## src/rtl/temporizador_ctrl_pkg.sv

```systemverilog
// Shared definitions for the countdown timer controller: FSM state encodings
// (also used by the bench to decode the state output) and the default width.
package temporizador_ctrl_pkg;

   localparam int WIDTH_DEF = 6;

   // Encodings are visible on the state output, so they are fixed values.
   typedef enum logic [1:0] {
      ST_IDLE  = 2'd0,
      ST_RUN   = 2'd1,
      ST_PAUSE = 2'd2,
      ST_DONE  = 2'd3
   } state_t;

endpackage

```

## src/rtl/temporizador_ctrl_contador_desc_carga.sv

```systemverilog
// contador_desc_carga: WIDTH-bit synchronous down counter.
// Priority: clear > load > enabled decrement. Decrement saturates at zero.
module contador_desc_carga #(
   parameter int WIDTH = 6
) (
   input  logic             clk,
   input  logic             clr,
   input  logic             load,
   input  logic             en,
   input  logic [WIDTH-1:0] d,
   output logic [WIDTH-1:0] q
);

   logic [WIDTH-1:0] q_reg;

   // Counter register: clear, then load, then decrement (never wraps below 0).
   always_ff @(posedge clk) begin
      if (clr) begin
         q_reg <= '0;
      end else if (load) begin
         q_reg <= d;
      end else if (en && (q_reg != '0)) begin
         q_reg <= q_reg - WIDTH'(1);
      end
   end

   assign q = q_reg;

endmodule

```

## src/rtl/temporizador_ctrl.sv

```systemverilog
// temporizador_ctrl: start/pause/abort countdown timer built around a loadable
// down counter. FSM + saved reload value + registered busy/done outputs.
// Optional feature macro AUTO_RELOAD_EN: when defined, reaching the end of a
// count reloads the saved value, stays in RUN and pulses done (periodic mode).
module temporizador_ctrl
   import temporizador_ctrl_pkg::*;
#(
   parameter int WIDTH = WIDTH_DEF
) (
   input  logic             clk,
   input  logic             clr,
   input  logic             start,
   input  logic             pause,
   input  logic             abort,
   input  logic [WIDTH-1:0] load_val,
   output logic [WIDTH-1:0] count,
   output logic             busy,
   output logic             done,
   output logic [1:0]       state
);

   state_t           state_reg, state_next;
   logic [WIDTH-1:0] saved_reg, saved_next;
   logic             busy_reg, busy_next;
   logic             done_reg, done_next;
   logic             done_pulse;
   logic             cnt_load;
   logic             cnt_en;
   logic [WIDTH-1:0] cnt_d;
   logic             last_step;

   contador_desc_carga #(
      .WIDTH (WIDTH)
   ) u_contador (
      .clk  (clk),
      .clr  (clr),
      .load (cnt_load),
      .en   (cnt_en),
      .d    (cnt_d),
      .q    (count)
   );

   // The step that ends a count; zero is included so a stray zero in RUN
   // cannot leave the FSM stuck.
   assign last_step = (count == WIDTH'(1)) || (count == '0);

   // Next-state, counter control and output decode.
   always_comb begin
      state_next = state_reg;
      saved_next = saved_reg;
      cnt_load   = 1'b0;
      cnt_en     = 1'b0;
      cnt_d      = load_val;
      done_pulse = 1'b0;

      case (state_reg)
         ST_IDLE: begin
            if (start) begin
               if (load_val != '0) begin
                  cnt_load   = 1'b1;
                  cnt_d      = load_val;
                  saved_next = load_val;
                  state_next = ST_RUN;
               end else begin
                  // Zero-length delay completes immediately without running.
                  done_pulse = 1'b1;
               end
            end
         end

         ST_RUN: begin
            if (abort) begin
               cnt_load   = 1'b1;
               cnt_d      = '0;
               state_next = ST_IDLE;
            end else if (pause) begin
               state_next = ST_PAUSE;
            end else if (last_step) begin
`ifdef AUTO_RELOAD_EN
               cnt_load   = 1'b1;
               cnt_d      = saved_reg;
               done_pulse = 1'b1;
`else
               cnt_en     = 1'b1;
               state_next = ST_DONE;
`endif
            end else begin
               cnt_en = 1'b1;
            end
         end

         ST_PAUSE: begin
            if (abort) begin
               cnt_load   = 1'b1;
               cnt_d      = '0;
               state_next = ST_IDLE;
            end else if (!pause) begin
               // Re-entering RUN costs this edge; decrement resumes next edge.
               state_next = ST_RUN;
            end
         end

         ST_DONE: begin
            state_next = ST_IDLE;
         end

         default: begin
            state_next = ST_IDLE;
         end
      endcase

      busy_next = (state_next == ST_RUN) || (state_next == ST_PAUSE);
      done_next = (state_next == ST_DONE) || done_pulse;
   end

   // State, saved reload value and registered outputs; clr wins over all.
   always_ff @(posedge clk) begin
      if (clr) begin
         state_reg <= ST_IDLE;
         saved_reg <= '0;
         busy_reg  <= 1'b0;
         done_reg  <= 1'b0;
      end else begin
         state_reg <= state_next;
         saved_reg <= saved_next;
         busy_reg  <= busy_next;
         done_reg  <= done_next;
      end
   end

   assign busy  = busy_reg;
   assign done  = done_reg;
   assign state = state_reg;

endmodule

```

## config.mk

```make
export PLATFORM = sky130hd
export DESIGN_NAME = temporizador_ctrl
export DESIGN_NICKNAME = d
export VERILOG_FILES = /design/src/rtl/temporizador_ctrl_pkg.sv /design/src/rtl/temporizador_ctrl_contador_desc_carga.sv /design/src/rtl/temporizador_ctrl.sv
export SDC_FILE = /design/constraint.sdc
export NUM_CORES = 1
export LEC_CHECK = 0
export ABC_AREA = 1
export ABC_CLOCK_PERIOD_IN_PS = 2200
export BUFFER_PORTS_ARGS = -buffer_cell sky130_fd_sc_hd__buf_2
export CAP_MARGIN = 20
export CORE_MARGIN = 2
export CORE_UTILIZATION = 51
export DETAILED_ROUTE_END_ITERATION = 8
export GPL_ROUTABILITY_DRIVEN = 1
export PLACE_DENSITY_LB_ADDON = 0.25
export SYNTH_ARGS = -nofsm -noshare
export SYNTH_HDL_FRONTEND = slang
export SYNTH_HIERARCHICAL = 1
export SYNTH_SLANG_ARGS = --single-unit
```

## constraint.sdc

```tcl
create_clock -name clk -period 2.2 [get_ports clk]
set_input_delay 0.44 -clock clk [delete_from_list [all_inputs] [get_ports clk]]
set_output_delay 0.44 -clock clk [all_outputs]
set_load 0.05 [all_outputs]
```

# After elaboration in Yosys (flattened, before gate mapping)
# Index checks and enable logic that the tools add are counted.
# W data, S select, Z words.
[word_totals]
reg_bits = 10
latchBits = 0
ramBits = 0
romBits = 0
inputBits = 11
out_inout_bits = 10
word_cells = 44
n_memories = 0
[classes]
n_addsub = 1
multipliers = 0
div = 0
n_lt_le_gt_ge = 0
eq_ne = 7
n_shift = 0
n_mux = 22
bitwise_logic = 0
reduce_logical = 10
[op_table]
columns = ["cell", "n"]
rows = [
  ["$mux W6", 4],
  ["$mux W2", 7],
  ["$reduce_bool A6 Y1", 2],
  ["$mux W1", 9],
  ["$eq A2 B2 Y1 const B", 4],
  ["$pmux W2 S4", 1],
  ["$eq A6 B1 Y1 const B", 1],
  ["$logic_not A6 Y1", 1],
  ["$sub A6 B1 Y6 const B", 1],
  ["$eq A2 B1 Y1 const B", 2],
  ["$logic_or A1 B1 Y1", 3],
  ["$logic_not A2 Y1", 1],
  ["$pmux W1 S2", 1],
  ["$reduce_bool A2 Y1", 1],
  ["$reduce_or A2 Y1", 1],
  ["$logic_and A1 B1 Y1", 1],
]

# Longest topological paths before layout
[logic_depth]
word_depth = 8
mapped_depth = 12
depth_no_buf = 12

# Cells and area by module
# Netlist, hierarchy kept.
[modules_own_cells]
columns = ["module", "instances", "cells_per_inst", "area_per_inst_um2", "seq_area_each_um2"]
rows = [
  ["contador_desc_carga", 1, 64, 440.4, 120.1],
  ["temporizador_ctrl", 1, 66, 389.1, 80.1],
]

# Least setup slack after synthesis
# Ideal clock, no wire load.
[synth_path]
path_type = "register -> register"
start = "register state_reg[0], in the netlist state[0]"
end = "register u_contador.q_reg[3], in the netlist u_contador/q[3]"
setup_ns = 0.122
arrival_time_ns = 1.822
required_time_ns = 2.078
slack_ns = 0.256
stages_incl_launch_ff = 9
n_path_buf = 1
period_less_slack_ns = 1.944
path_cell_list = "dfxtp_1 inv_1 ha_1 nand2_1 a21oi_1 buf_6 inv_2 o21ai_0 nor3_2"
[synth_via]
elab_chain_cells = 4
elab_cells_between_ends = 10
cone_classes = "eq/ne: 2; mux: 4; reduce/logical: 4"
[synth_rtl]
columns = ["element", "line", "source"]
rows = [
  ["start, declared", "temporizador_ctrl.sv:22", "state_t state_reg, state_next;"],
  ["start signal, assigned", "temporizador_ctrl.sv:124", "state_reg <= state_next;"],
  ["$eq A2 B2 Y1 or $eq A2 B1 Y1 (tied branches)", "temporizador_ctrl.sv:56", "case (state_reg)"],
  ["$reduce_or A2 Y1 (no source line)", "--", ""],
  ["$pmux W1 S2 *", "temporizador_ctrl.sv:56", ""],
  ["named net cnt_load", "temporizador_ctrl.sv:27", "logic cnt_load;"],
  ["$mux W6 or $reduce_bool A2 Y1 (tied branches)", "--", ""],
  ["end signal, assigned", "temporizador_ctrl_contador_desc_carga.sv:23", "q_reg <= q_reg - WIDTH'(1);"],
  ["end, declared", "temporizador_ctrl_contador_desc_carga.sv:14", "logic [WIDTH-1:0] q_reg;"],
]
# Mark *: on every way through the listed nets, which the timed path passes. The rest lies on a longest branch.
# A chain may end at the register's enable or synchronous reset.

# Worst setup path in the final report
[layout_path]
start = "register state_reg[1], in the netlist state[1]"
end = "register busy_reg, in the netlist busy"
[layout_via]
elab_cells_between_ends = 15
cone_classes = "eq/ne: 5; mux: 8; reduce/logical: 2"
[layout_lines]
columns = ["element", "line", "source"]
rows = [
  ["$eq A2 B2 Y1 (tied with other cells)", "temporizador_ctrl.sv:56", ""],
  ["$pmux W2 S4 *", "temporizador_ctrl.sv:56", ""],
  ["named net state_next[0]", "temporizador_ctrl.sv:22", ""],
  ["$eq A2 B1 Y1 or $eq A2 B2 Y1 (tied branches)", "temporizador_ctrl.sv:112", "busy_next = (state_next == ST_RUN) || (state_next == ST_PAUSE);"],
  ["$logic_or A1 B1 Y1 *", "temporizador_ctrl.sv:112", ""],
  ["named net busy_next", "temporizador_ctrl.sv:24", "logic busy_reg, busy_next;"],
  ["end signal, assigned", "temporizador_ctrl.sv:126", "busy_reg <= busy_next;"],
  ["end, declared", "temporizador_ctrl.sv:24", ""],
]
# Marked as above.

==> impl_results.md <==
* I/O pins at 21
* Cells after Synth at 130
* Crit path time final at 1.77 ns
* Count leader, synth: nand2_1
* Post-synth EDFFs at 0
* Maximum VDD drop at 0.651 mV
* Setup TNS at 0 ns
* RR Startpoint: state[1]
* Cell Pwr Density at 1060 nW/um^2
* R2R depth at 11
* Routed WL at 1.79 mm
* GPL Wtd Cong at 0.837
* Ranking of synthesized cells by area: dfxtp_1, nand2_1, ha_1
* Max cap viols at 0
* Core area at 1520 sq um
* Die ar. at 1970 sq um
* Number of DRC markers in iteration 0 at 20
* Hold_buf cts at 0
* Post-synth top area cell: dfxtp_1
* Synth Flop Type: dfxtp_1
* Sinks on Clock Net at 10
* Most frequent CP cell: inv_1
* Worst path top cell family by delay: simple AND/OR/NAND/NOR gates
* Fmax at 564 MHz
* Vias per cell at 5.12
* CTS buffer count at 3
* Seq. cell area at 200 sq um
* Via count at 866
* Worst Setup End Kind: flip-flop
* Slowest CP cell: dfxtp_1
* Worst path cell trace: inv_1 -> ha_1 -> inv_1 -> nor3_2 -> nand2_1 -> o21ai_2 -> nand2_2 -> nand2_1 -> ha_1 -> inv_1 -> nor2_1
* Crit path buf inv count at 3
* ANT nets after route at 0
* Final routed wire length divided by cell count at 10.6 um
* Syn_nets at 148
* Final Hold Fails at 0
* Initial Util at 54.4%
* First-pass GRT wire length at 3.22 mm
* Register area share after synthesis at 24.1%
* Area grow syn2layout at 16.7%
* H-Tree Depth at 1
* WHS Path Cells at 2
* Worst reg2reg endpoint: busy
* Ant diodes at 0
* HP Class: in -> reg
* Root Driver: clkbuf_4
* Synth warn at 6
* Post-route setup slack at 0.428 ns
* PostCTS Resize Cnt at 0
* Die H at 44.3 um
* Port buffer count at 20
* Clock Latency Late Sink at 0.25 ns
* Synth Cell Area at 830 sq um
* GRT Total Usage at 21.7%
* CTS tree: done
* Library cells used by synthesis at 21
* Initial antenna violation count at 0
* Rel. slew slack at 76.6%
* Clock Skew at 0.00225 ns
* Global route overflow at 0
* Req. time, crit path at 2.34 ns
* Asr flop ratio synth at 0%
* Final #Nets at 173
* DP HPWL at 1.47 mm
* Fin crit share at 80.6%
* Reg clk slew, reported paths at 0.06 ns
* Hold path start: clr
* Setup-failing EPs final at 0
* Die W at 44.3 um
* Largest net degree at the start of global routing at 10
* DRT Pass-1 Iters at 4
* Hold EP: state[0]
* Post-place setup slack at 0.437 ns
* Post-synth top cells: nand2_1, inv_1, nor2_1
* Crit path DAT at 1.91 ns
* CTS max path bufs at 2
* Syn_area_per_cell at 6.38 sq um
* DRC Markers at 0
* Total setup buffers inserted after CTS at 0
* CP Launch Type: flip-flop
* WS Path Type: reg -> reg
* Vias in the first global route at 785
* Status: complete, no violations
* Area fraction of the dominant cell type after synthesis at 24.1%
* Largest register FFs at 6
* Worst-path fanout max at 5
* Area of the multi-input gates at 528 sq um
* Share of cells above drive strength 1 at 24.2%
* Row count at 14
* Crit-path max cell delay at 0.35 ns
* Static Leakage at 0.000538 uW
* Fin. max-slew vios at 0
* Unrepaired setup endpoints after global routing: false
* Yosys reg bits at 10
* Worst R2R Setup Slack at 0.43 ns
* FILL cells at 151
* Worst-Margin Slew at 0.349 ns
per-stage QoR:
step | hold slack [ns] | instances | cell area (sq um) | total power, uW | utilization [%]
2_1_floorplan | 0.502 | 130 | 830 | 788 | -
3_3_place_gp | 0.512 | 166 | 946 | 905 | 62.1
3_5_place_dp | 0.517 | 166 | 946 | 916 | 62.1
4_1_cts | 0.440 | 169 | 968 | 1040 | 63.5
5_1_grt | 0.464 | 169 | 968 | 1130 | 63.5
6_report | 0.448 | 169 | 968 | 1030 | 63.5
kinds of logic after synthesis:
family                   Yosys count  synth area share, %
AO/OA/AOI/OAI                     14                 10.4
XOR/XNOR                           2                 2.11
adder cells (fa/ha/maj)            7                 10.6
buffers and inverters             25                 12.2
flip-flops                        10                 24.1
AND/OR/NAND/NOR                   72                 40.6
final cells by class:
cell class	instances	area share, %
Timing Repair Buffer	21	11.1
Tap cell	16	2.07
Clock buffer	3	2.33
Multi-Input combinational cell	95	54.5
Inverter	24	9.30
Sequential cell	10	20.7
per-layer routing:
layer	up-vias	track usage [%]	part of all wire, %	routed length (um)
met5	-	0	0	0
met2	24	35.0	45	806
met4	0	8.48	1.1	19
li1	451	-	-	-
met3	4	2.45	6.3	112
met1	387	29.5	48	850
how the worst max path moves through the flow:
stage              from              end  slack, ns  cells past startpoint
6_report       state[1]             busy       0.43                     11
5_1_grt        state[1]             busy       0.30                     11
4_1_cts        state[1]             busy       0.43                     11
3_5_place_dp   state[1]             busy       0.44                     11
3_3_place_gp   state[1]             busy       0.49                     11
2_1_floorplan  state[0]  u_contador/q[3]       0.26                      8
worst reg2reg max path: cells and delay by family, from the launching register on:
| family | cells | cell delay (ns) |
|---|---|---|
| simple gates | 5 | 0.56 |
| flops | 1 | 0.35 |
| compound gates | 1 | 0.08 |
| buf+inv | 3 | 0.25 |
| fa+ha+maj | 2 | 0.42 |
power by group:
group	internal [uW]	total (uW)	leakage (uW)	switching, uW
clock network	62.6	115	0.0000138	52.0
logic	204	637	0.000442	433
registers	225	279	0.0000825	54.7
placed cells by master, fill, tap and decap left out:
cell,synthesis,routed
a21oi_2,2,2
inv_2,1,1
o21ai_2,2,2
nand3b_1,1,1
o22ai_1,1,1
nor3_2,2,2
nor2_2,1,1
dfxtp_1,10,10
inv_1,23,23
nand2_4,2,2
ha_1,7,7
nand3_1,10,10
nand2_1,31,31
nand4_1,2,2
nand3_2,2,2
nor2_1,20,20
o21ai_0,3,3
nand2_2,1,1
buf_2,0,20
buf_4,0,1
clkbuf_4,0,3
xnor2_1,2,2
a21oi_1,6,6
Note: power is estimated with default switching activity, not from simulation.
